## src/rtl/sdram_stage_monitor_pkg.sv

```systemverilog
// sdram_mon_pkg: op codes, error causes and default stage windows shared by the
// SDRAM stage monitor, its interface and its window checker.
package sdram_mon_pkg;
   typedef enum logic [1:0] {IDLE = 2'd0, WRITE = 2'd1, READ = 2'd2, REFR = 2'd3} op_t;
   typedef enum logic [2:0] {ERR_NONE = 3'd0, ERR_ORDER = 3'd1, ERR_TIMEOUT = 3'd2, ERR_RANGE = 3'd3} err_t;
   typedef enum logic {S_IDLE = 1'b0, S_TRACK = 1'b1} mon_state_t;
   localparam int DEF_STATE_W  = 5;
   localparam int DEF_N_STATES = 32;
   localparam int DEF_WR_LO    = 24;
   localparam int DEF_WR_HI    = 27;
   localparam int DEF_RD_LO    = 16;
   localparam int DEF_RD_HI    = 20;
   localparam int DEF_RF_LO    = 1;
   localparam int DEF_RF_HI    = 4;
   localparam int DEF_TIMEOUT  = 63;
   localparam int DEF_LAT_W    = 8;
endpackage

```

## src/rtl/sdram_stage_monitor_if.sv

```systemverilog
// sdram_stage_monitor_if: request inputs and status outputs of the stage monitor.
interface sdram_stage_monitor_if
   import sdram_mon_pkg::*;
#(
   parameter int STATE_W  = DEF_STATE_W,
   parameter int N_STATES = DEF_N_STATES,
   parameter int LAT_W    = DEF_LAT_W
);
   logic                op_start;
   logic [1:0]          op_type;
   logic [STATE_W-1:0]  lft_state;
   logic                in_use;
   logic                done;
   logic                bad;
   logic                interrupted;
   logic                err_sticky;
   logic [2:0]          err_code;
   logic [N_STATES-1:0] events;
   logic [LAT_W-1:0]    last_latency;
   logic [15:0]         op_count;
   modport master (
      output op_start, op_type, lft_state,
      input  in_use, done, bad, interrupted, err_sticky, err_code, events, last_latency, op_count
   );
   modport slave (
      input  op_start, op_type, lft_state,
      output in_use, done, bad, interrupted, err_sticky, err_code, events, last_latency, op_count
   );
endinterface

```

## src/rtl/sdram_stage_monitor_window_order_check.sv

```systemverilog
// window_order_check: in-order coverage of one inclusive stage window [LO,HI];
// a stage is out of order when it is missing while a later stage was already seen.
module window_order_check
   import sdram_mon_pkg::*;
#(
   parameter int N  = DEF_N_STATES,
   parameter int LO = DEF_WR_LO,
   parameter int HI = DEF_WR_HI
) (
   input  logic [N-1:0] events,
   output logic         order_bad,
   output logic         complete,
   output logic         started
);
   logic later;
   always_comb begin
      order_bad = 1'b0;
      later = 1'b0;
      for (int i = HI; i >= LO; i--) begin
         order_bad = order_bad | (!events[i] & later);
         later = later | events[i];
      end
      complete = &events[HI:LO];
      started = events[LO];
   end
endmodule

```

## src/rtl/sdram_stage_monitor.sv

```systemverilog
// sdram_stage_monitor: tracks controller states visited during one host op, checks
// stage order, detects completion/refresh interruption/timeout and reports latency.
module sdram_stage_monitor
   import sdram_mon_pkg::*;
#(
   parameter int STATE_W  = DEF_STATE_W,
   parameter int N_STATES = DEF_N_STATES,
   parameter int WR_LO    = DEF_WR_LO,
   parameter int WR_HI    = DEF_WR_HI,
   parameter int RD_LO    = DEF_RD_LO,
   parameter int RD_HI    = DEF_RD_HI,
   parameter int RF_LO    = DEF_RF_LO,
   parameter int RF_HI    = DEF_RF_HI,
   parameter int TIMEOUT  = DEF_TIMEOUT,
   parameter int LAT_W    = DEF_LAT_W
) (
   input logic clk,
   input logic rst_n,
   sdram_stage_monitor_if.slave mon
);
   mon_state_t          state_q, state_d;
   op_t                 cur_op_q, cur_op_d;
   err_t                err_code_q, err_code_d;
   logic [LAT_W-1:0]    lat_ctr_q, lat_ctr_d, last_latency_q, last_latency_d;
   logic [N_STATES-1:0] events_q, events_d;
   logic [15:0]         op_count_q, op_count_d;
   logic                interrupted_q, interrupted_d, err_sticky_q, err_sticky_d;
   logic                wr_bad, wr_complete, wr_started, rd_bad, rd_complete, rd_started;
   logic                in_use, sel_bad, sel_complete, sel_started, rf_any, done, range_err, timeout;

   window_order_check #(.N(N_STATES), .LO(WR_LO), .HI(WR_HI)) u_wr (
      .events(events_q), .order_bad(wr_bad), .complete(wr_complete), .started(wr_started)
   );
   window_order_check #(.N(N_STATES), .LO(RD_LO), .HI(RD_HI)) u_rd (
      .events(events_q), .order_bad(rd_bad), .complete(rd_complete), .started(rd_started)
   );

   // REFR and IDLE have no stage window: they finish only through the refresh tail state
   always_comb begin
      in_use = state_q == S_TRACK;
      sel_bad = cur_op_q == WRITE ? wr_bad : cur_op_q == READ ? rd_bad : 1'b0;
      sel_complete = cur_op_q == WRITE ? wr_complete : cur_op_q == READ ? rd_complete : 1'b0;
      sel_started = cur_op_q == WRITE ? wr_started : cur_op_q == READ ? rd_started : 1'b0;
      rf_any = |events_q[RF_HI:RF_LO];
      done = in_use && (sel_complete || events_q[RF_HI]);
      range_err = in_use && !done && int'(mon.lft_state) >= N_STATES;
      timeout = in_use && !done && lat_ctr_q == LAT_W'(TIMEOUT);
   end

   always_comb begin
      state_d = state_q;
      cur_op_d = cur_op_q;
      lat_ctr_d = lat_ctr_q;
      events_d = events_q;
      last_latency_d = last_latency_q;
      op_count_d = op_count_q;
      interrupted_d = interrupted_q;
      err_sticky_d = err_sticky_q;
      err_code_d = err_code_q;
      if (!in_use) begin
         if (mon.op_start && mon.op_type != IDLE) begin
            state_d = S_TRACK;
            cur_op_d = op_t'(mon.op_type);
            lat_ctr_d = LAT_W'(1);
         end
      end else if (done) begin
         state_d = S_IDLE;
         events_d = '0;
         last_latency_d = lat_ctr_q;
         op_count_d = op_count_q + 16'd1;
         interrupted_d = 1'b0;
      end else if (timeout) begin
         state_d = S_IDLE;
         events_d = '0;
      end else begin
         for (int i = 0; i < N_STATES; i++)
            if (int'(mon.lft_state) == i) events_d[i] = 1'b1;
         lat_ctr_d = &lat_ctr_q ? lat_ctr_q : lat_ctr_q + 1'b1;
         interrupted_d = interrupted_q | (sel_started & !sel_complete & rf_any);
      end
      // only the first error cause is kept until reset
      if (!err_sticky_q && (sel_bad || range_err || timeout)) begin
         err_sticky_d = 1'b1;
         err_code_d = sel_bad ? ERR_ORDER : range_err ? ERR_RANGE : ERR_TIMEOUT;
      end
   end

   always_ff @(posedge clk) begin
      if (!rst_n) begin
         state_q <= S_IDLE;
         cur_op_q <= IDLE;
         lat_ctr_q <= '0;
         events_q <= '0;
         last_latency_q <= '0;
         op_count_q <= '0;
         interrupted_q <= 1'b0;
         err_sticky_q <= 1'b0;
         err_code_q <= ERR_NONE;
      end else begin
         state_q <= state_d;
         cur_op_q <= cur_op_d;
         lat_ctr_q <= lat_ctr_d;
         events_q <= events_d;
         last_latency_q <= last_latency_d;
         op_count_q <= op_count_d;
         interrupted_q <= interrupted_d;
         err_sticky_q <= err_sticky_d;
         err_code_q <= err_code_d;
      end
   end

   assign mon.in_use = in_use;
   assign mon.done = done;
   assign mon.bad = sel_bad;
   assign mon.interrupted = interrupted_q;
   assign mon.err_sticky = err_sticky_q;
   assign mon.err_code = err_code_q;
   assign mon.events = events_q;
   assign mon.last_latency = last_latency_q;
   assign mon.op_count = op_count_q;
endmodule

```

## src/flat_wrapper.sv

```systemverilog
// flat-port wrapper written by rule: the top's interface ports become plain ports
module sdram_stage_monitor_flat import sdram_mon_pkg::*;
#(
   parameter int STATE_W  = DEF_STATE_W,
   parameter int N_STATES = DEF_N_STATES,
   parameter int WR_LO    = DEF_WR_LO,
   parameter int WR_HI    = DEF_WR_HI,
   parameter int RD_LO    = DEF_RD_LO,
   parameter int RD_HI    = DEF_RD_HI,
   parameter int RF_LO    = DEF_RF_LO,
   parameter int RF_HI    = DEF_RF_HI,
   parameter int TIMEOUT  = DEF_TIMEOUT,
   parameter int LAT_W    = DEF_LAT_W
)
  (clk, rst_n, mon_op_start, mon_op_type, mon_lft_state, mon_in_use, mon_done, mon_bad, mon_interrupted, mon_err_sticky, mon_err_code, mon_events, mon_last_latency, mon_op_count);
  sdram_stage_monitor_if #(.STATE_W(STATE_W), .N_STATES(N_STATES), .LAT_W(LAT_W)) mon_i ();
  input logic clk;
  input logic rst_n;
  input wire logic [$bits(mon_i.op_start)-1:0] mon_op_start;
  input wire logic [$bits(mon_i.op_type)-1:0] mon_op_type;
  input wire logic [$bits(mon_i.lft_state)-1:0] mon_lft_state;
  output wire logic [$bits(mon_i.in_use)-1:0] mon_in_use;
  output wire logic [$bits(mon_i.done)-1:0] mon_done;
  output wire logic [$bits(mon_i.bad)-1:0] mon_bad;
  output wire logic [$bits(mon_i.interrupted)-1:0] mon_interrupted;
  output wire logic [$bits(mon_i.err_sticky)-1:0] mon_err_sticky;
  output wire logic [$bits(mon_i.err_code)-1:0] mon_err_code;
  output wire logic [$bits(mon_i.events)-1:0] mon_events;
  output wire logic [$bits(mon_i.last_latency)-1:0] mon_last_latency;
  output wire logic [$bits(mon_i.op_count)-1:0] mon_op_count;
  assign mon_i.op_start = mon_op_start;
  assign mon_i.op_type = mon_op_type;
  assign mon_i.lft_state = mon_lft_state;
  assign mon_in_use = mon_i.in_use;
  assign mon_done = mon_i.done;
  assign mon_bad = mon_i.bad;
  assign mon_interrupted = mon_i.interrupted;
  assign mon_err_sticky = mon_i.err_sticky;
  assign mon_err_code = mon_i.err_code;
  assign mon_events = mon_i.events;
  assign mon_last_latency = mon_i.last_latency;
  assign mon_op_count = mon_i.op_count;
  sdram_stage_monitor #(.STATE_W(STATE_W), .N_STATES(N_STATES), .WR_LO(WR_LO), .WR_HI(WR_HI), .RD_LO(RD_LO), .RD_HI(RD_HI), .RF_LO(RF_LO), .RF_HI(RF_HI), .TIMEOUT(TIMEOUT), .LAT_W(LAT_W)) u_core (.clk(clk), .rst_n(rst_n), .mon(mon_i));
endmodule
```

## config.mk

```make
export PLATFORM = sky130hd
export DESIGN_NAME = sdram_stage_monitor_flat
export DESIGN_NICKNAME = d
export VERILOG_FILES = /design/src/rtl/sdram_stage_monitor_pkg.sv /design/src/rtl/sdram_stage_monitor_if.sv /design/src/rtl/sdram_stage_monitor_window_order_check.sv /design/src/rtl/sdram_stage_monitor.sv /design/src/flat_wrapper.sv
export SDC_FILE = /design/constraint.sdc
export NUM_CORES = 1
export LEC_CHECK = 0
export CORE_MARGIN = 3
export CORE_UTILIZATION = 49
export CTS_CLUSTER_DIAMETER = 60
export DETAILED_ROUTE_END_ITERATION = 6
export PLACE_DENSITY = 0.8
export SYNTH_ARGS = -nofsm -noshare
export SYNTH_HDL_FRONTEND = slang
export SYNTH_SLANG_ARGS = --single-unit
```

## constraint.sdc

```tcl
create_clock -name clk -period 2 [get_ports clk]
set_clock_uncertainty 0.2 [all_clocks]
set_input_delay 0.2 -clock clk [delete_from_list [all_inputs] [get_ports clk]]
set_output_delay 0.2 -clock clk [all_outputs]
set_load 0.05 [all_outputs]
```

; ---- Yosys cells after proc, flatten, opt, wreduce, memory -nomap -nowiden
; Index checks and enable logic that the tools add are counted.
[totals]
word_cells = 245
ff_bits = 72
input_bits = 10
[classes]
addsub = 2
eq_ne = 38
n_mux = 52
bitwise_logic = 21
reduce_logical = 92
[ops]
columns = operator, n
row1 = 3-bit nonzero test, 32
row2 = "5-bit equality test, second input constant", 16
row3 = 2-bit AND reduction, 35
row4 = 32-bit two-way mux, 2
row5 = 1-bit two-way mux, 44
row6 = "5-bit by 4-bit equality test with 1-bit output, second input constant", 8
row7 = 8-bit two-way mux, 5
row8 = "5-bit by 3-bit equality test with 1-bit output, second input constant", 4
row9 = "16-bit by 1-bit adder with 16-bit output, second input constant", 1
row10 = 1-bit bitwise OR, 11
row11 = "5-bit by 2-bit equality test with 1-bit output, second input constant", 2
row12 = 1-bit logical NOT, 10
row13 = 1-bit bitwise AND, 9
row14 = "8-bit by 1-bit adder with 8-bit output, second input constant", 1
row15 = "8-bit by 6-bit equality test with 1-bit output, second input constant", 1
row16 = "2-bit != test, second input constant", 4
row17 = 4-bit AND reduction, 2
row18 = 8-bit AND reduction, 1
row19 = "5-bit by 1-bit equality test with 1-bit output, second input constant", 1
row20 = 1-bit logical AND, 5
row21 = 5-bit logical NOT, 1
row22 = 5-bit AND reduction, 1
row23 = 2-bit nonzero test, 2
row24 = 4-bit OR reduction, 1
row25 = 5 further kinds, 6

; ---- Depth between registers and ports, before layout
[depth]
depth_word = 11
depth_mapped = 7

; ---- Hierarchy
; From an unflattened synthesis, not the netlist that was laid out.
[unflattened]
cells_unflattened = 354
area_unflattened_um2 = 2957.8
[by_module_without_submodules]
columns = module, cells_per_inst, n_inst, area_each_um2
row1 = sdram_stage_monitor, 341, 1, 2865.2
row2 = window_order_check at u_core.u_wr, 6, 1, 47.5
row3 = window_order_check at u_core.u_rd, 7, 1, 45.0

; ---- Worst setup path before layout
; No wires, ideal clock.
[synth_path]
path_type = register to register
startpoint = reg u_core.events_q[18] (netlist: u_core.mon.events[18])
endpoint = reg u_core.last_latency_q[0] (netlist: u_core.mon.last_latency[0])
t_arrival_ns = 2.010
slack_ns = -0.281
required_time_ns = 1.729
path_stages_with_launch = 8
synth_period_minus_slack_ns = 2.281
cell_sequence = dfxtp_1 nand4_2 o221ai_4 nand2_1 inv_1 buf_2 nand2_1 a21oi_1
[synth_between]
elab_chain_len = 6
[synth_lines]
columns = element, line
row1 = start: declaration, sdram_stage_monitor.sv:25  ; logic [N_STATES-1:0] events_q, events_d;
row2 = start signal: assignment, sdram_stage_monitor.sv:103  ; events_q <= events_d;
row3 = 5-bit AND reduction, sdram_stage_monitor_window_order_check.sv:23  ; complete = &events[HI:LO];
row4 = 1-bit two-way mux (2 in series), sdram_stage_monitor.sv:42  ; sel_complete = cur_op_q == WRITE ? wr_complete : cur_op_q == READ ? rd_complete : 1'b0;
row5 = 1-bit logical OR, sdram_stage_monitor.sv:45  ; done = in_use && (sel_complete || events_q[RF_HI]);
row6 = 1-bit logical AND, sdram_stage_monitor.sv:45
row7 = via mon_done, flat_wrapper.sv:23  ; output wire logic [$bits(mon_i.done)-1:0] mon_done;
row8 = 2-bit AND reduction (no line), n/a
row9 = end signal: assignment, sdram_stage_monitor.sv:104  ; last_latency_q <= last_latency_d;
row10 = end: declaration, sdram_stage_monitor.sv:24  ; logic [LAT_W-1:0] lat_ctr_q, lat_ctr_d, last_latency_q, last_latency_d;
; The timed path passes the listed nets, and every way through them passes these cells.
; A chain may end at the register's enable or synchronous reset.

; ---- Worst setup path in the final report
[layout_path]
startpoint = reg u_core.events_q[25] (netlist: u_core.mon.events[25])
endpoint = reg u_core.op_count_q[13] (netlist: u_core.mon.op_count[13])
[layout_between]
elab_chain_len = 5
[layout_lines]
columns = element, line
row1 = 4-bit AND reduction, sdram_stage_monitor_window_order_check.sv:23
row2 = 1-bit two-way mux, sdram_stage_monitor.sv:42
row3 = 1-bit logical OR, sdram_stage_monitor.sv:45
row4 = 1-bit logical AND, sdram_stage_monitor.sv:45
row5 = 2-bit AND reduction (no line), n/a
row6 = end signal: assignment, sdram_stage_monitor.sv:105  ; op_count_q <= op_count_d;
row7 = end: declaration, sdram_stage_monitor.sv:26  ; logic [15:0] op_count_q, op_count_d;
; Every way passes these cells.

==> results.md <==
* Row count at 27
* CP Class: register to register
* Antenna diodes at 0
* CTS tree: done
* Clock network power share at a little under half
* Total wire length at 8810 µm
* Initial Util at between 50% and 60%
* Final net count at ~480
* PnR worst setup slack at 0.0182 ns
* Pre-antenna DRT Iters at 6
* Yosys reg bits at 71
* Period utilisation layout at between 90% and 100%
* Cell Area, Synth at 0.00298 mm²
* Vias in the first global route at 2865
* Post-layout min period at 1.98 ns
* Reg2reg start: u_core.mon.events[25]
* Warnings from Yosys at 0
* Final core occ at between 70% and 80%
* All-Layer GR Usage at between 20% and 30%
* Clk sinks at 71
* Worst Hold Class: register to register
* CTS Hold Bufs at 0
* Max Cap Viol at 0
* Initial antenna violation count at 0
* Die area at ~0.0071 mm²
* Data arrival, critical path at roughly 2.1 ns
* Crit start category: register
* Syn_nets at between 300 and 400
* Worst setup EP type: register
* H-Tree Depth at 3
* Via count at between 3000 and 4000
* Logic pwr share at 7.4%
* Switching Power at 692 µW
* DP HPWL at 5820 µm
* CP startpoint: u_core.mon.events[25]
* Core area at 0.00571 mm²
* Setup violators final at 0
* Register area share after synthesis at about 48%
* Total grt overflow at 0
* Seq pwr share at 47.4%
* IO Count at between 70 and 80
* Slew headroom at between 60% and 70%
* Hold path startpoint: u_core.mon.last_latency[4]
* M1 WL at about 3800 µm
* Final Max Tran Viols at 0
* Via/cell ratio at roughly 5.7
* Final Hold Fails at 0
* Reg clk slew, reported paths at about 0.08 ns
* Met3 wire len at around 590 µm
* Mapped Cells at ~360
* Setup WS pre-CTS at -0.00809 ns
* VDD IR-drop max at ~0.54 mV
* Critical Path RT at around 2.1 ns
* DR WL/cell at 16.3 µm
* Antenna-violating nets left at 0
* I/O Buffers at 72
* First-pass GRT wire length at 13600 µm
* Switch share at a little under a quarter
* Die width at between 80 and 90 µm
* CP max FO at 7
* Clock buffer depth at 2
* DRC Markers at 0
* CTS buffer count at 9
* Max Clock Freq at 505 MHz
* Leak at around 0.0018 µW
* Area grow syn2layout at 45.4%
* Layout cell share with drive strength beyond 1 at 19.4%
* Pwr Density at approximately 700 mW/mm²
* 1st-iter DRT viols at 250
* Largest net degree at the start of global routing at 33
* Worst Tran Pin Value at approximately 0.55 ns
* Top Layer Used: met4
* Status: finished clean
* Synth cell types at 43
* Root Driver: clkbuf_8
* Syn_area_per_cell at 8.20 µm²
* Die H at 84.0 µm
* Metal2 WL at about 4200 µm
* Later-pin clock latency in the skew report at approximately 0.35 ns
* Cell internal pwr at between 2000 and 2500 µW
* Final Wtd Congestion at between 0.8 and 0.9
-- critical path: stages, from the launching register on --
cell,delay [ns]
dfxtp_2,0.38
nand4_1,0.20
o221ai_4,0.22
buf_6,0.16
nand3_4,0.11
or4_4,0.50
a21oi_2,0.14
-- metrics by stage --
| stage | hold WS, ns | total power [µW] | std cells | TNS [ns] | instance area, µm² |
|---|---|---|---|---|---|
| after global routing | 0.270 | 3130 | 540 | -0.0438 | 4340 |
| after CTS | 0.256 | 3030 | 536 | 0 | 4250 |
| after floorplan | 0.148 | 1600 | 364 | 0 | 3010 |
| after detailed placement | 0.247 | 1690 | 513 | -0.00809 | 3950 |
| final | 0.256 | 3040 | 540 | 0 | 4340 |
| after global placement | 0.243 | 1680 | 513 | 0 | 3950 |
-- layout by cell type, fill, tap and decap left out, types with 7 or more instances in the layout --
cell type	netlist	layout
nor2_1	58	58
clkdlybuf4s50_1	0	57
dfxtp_1	71	55
nand2_1	45	44
a21oi_1	42	40
buf_4	3	38
a31oi_1	14	14
clkbuf_8	0	13
dfxtp_2	0	13
nand4_1	12	12
and3_1	11	11
o21ai_0	12	11
nor2b_1	8	8
inv_1	8	7
-- state kept, by name, indices dropped and copies added (netlist names) --
signal	cells
u_core.mon.err_sticky	1
u_core.mon.in_use	1
u_core.mon.op_count	16
u_core.mon.last_latency	8
u_core.mon.events	32
u_core.cur_op_q	2
u_core.lat_ctr_q	8
u_core.mon.interrupted	1
u_core.mon.err_code	2
-- power groups by stage --
stage / combinational, µW / sequential (µW) / clock (µW)
floorplan: 108 / 1490 / 0
global placement: 212 / 1470 / 0
detailed placement: 217 / 1470 / 0
CTS: 220 / 1440 / 1370
global route: 240 / 1440 / 1450
finish: 225 / 1440 / 1370
-- timing repair --
item	in CTS	in global routing
gates resized for setup	6	19
gates cloned	0	0
endpoints found under the setup margin	6	15
buffers inserted	7	4
pin swaps	3	5
-- final timing paths --
| kind | cells after the start | slack [ns] | end |
|---|---|---|---|
| hold reg to reg | 2 | 0.26 | u_core.mon.last_latency[4] |
| setup / recovery | 6 | 0.02 | u_core.mon.op_count[13] |
| hold / removal | 2 | 0.26 | u_core.mon.last_latency[4] |
| setup reg to reg | 6 | 0.02 | u_core.mon.op_count[13] |
-- logic make-up (layout without fill, tap and decap cells) --
group	count (synthesis)	in the layout	share of synthesized area, %
AND/OR/NAND/NOR	170	170	27.6
AO/OA/AOI/OAI	85	85	17.7
flip-flops	71	71	47.6
buffers and inverters	28	132	4.02
XOR/XNOR	6	6	1.76
adder cells (fa/ha/maj)	2	2	0.838
other	1	1	0.126
multiplexers	1	1	0.335
-- area by class of cell --
class	count	area, µm²
Inverter	8	30.0
Tap cell	72	90.1
Sequential cell	71	1450
Timing Repair Buffer	108	1040
Clock buffer	14	183
Fill cell	394	1370
Multi-Input combinational cell	265	1490
Clock inverter	2	60.1
-- per-layer routing --
layer | up-vias | track usage [%]
met4 | 0 | 10.4
li1 | 1476 | -
met1 | 1416 | 30.9
met3 | 29 | 6.42
met2 | 136 | 36.8
met5 | - | 0
-- cells in the mapped netlist, drive strengths merged --
library cell  instances  area share, %
a32oi                 1           0.29
xnor2                 2           0.59
and3                 11            2.3
a31oi                14            2.9
nor2b                 8            1.7
ha                    2           0.84
nand2b                6            1.3
o221ai                1           0.88
dfxtp                71             48
o32ai                 1           0.29
xor2                  4            1.2
a21boi                1           0.38
conb                  1           0.13
nand3b                1           0.25
and2                  2           0.42
nand4                13            2.9
inv                   8            1.0
and3b                 1           0.29
o211ai                1           0.25
o21a                  1           0.25
nand2                45            5.7
o31a                  1           0.29
a21oi                42            7.0
mux2i                 1           0.34
o221a                 1           0.38
or4                   6            1.5
a41o                  5            1.7
o22ai                 1           0.21
o21ai                12            2.0
nand3                 8            1.9
or3                   2           0.42
buf                   7            1.4
nor3b                 1           0.25
o31ai                 3           0.75
nor2                 58            7.3
clkbuf               13            1.6
nor4                  2           0.42
nor3                  6            1.0
(Power assumes the default switching activity.)
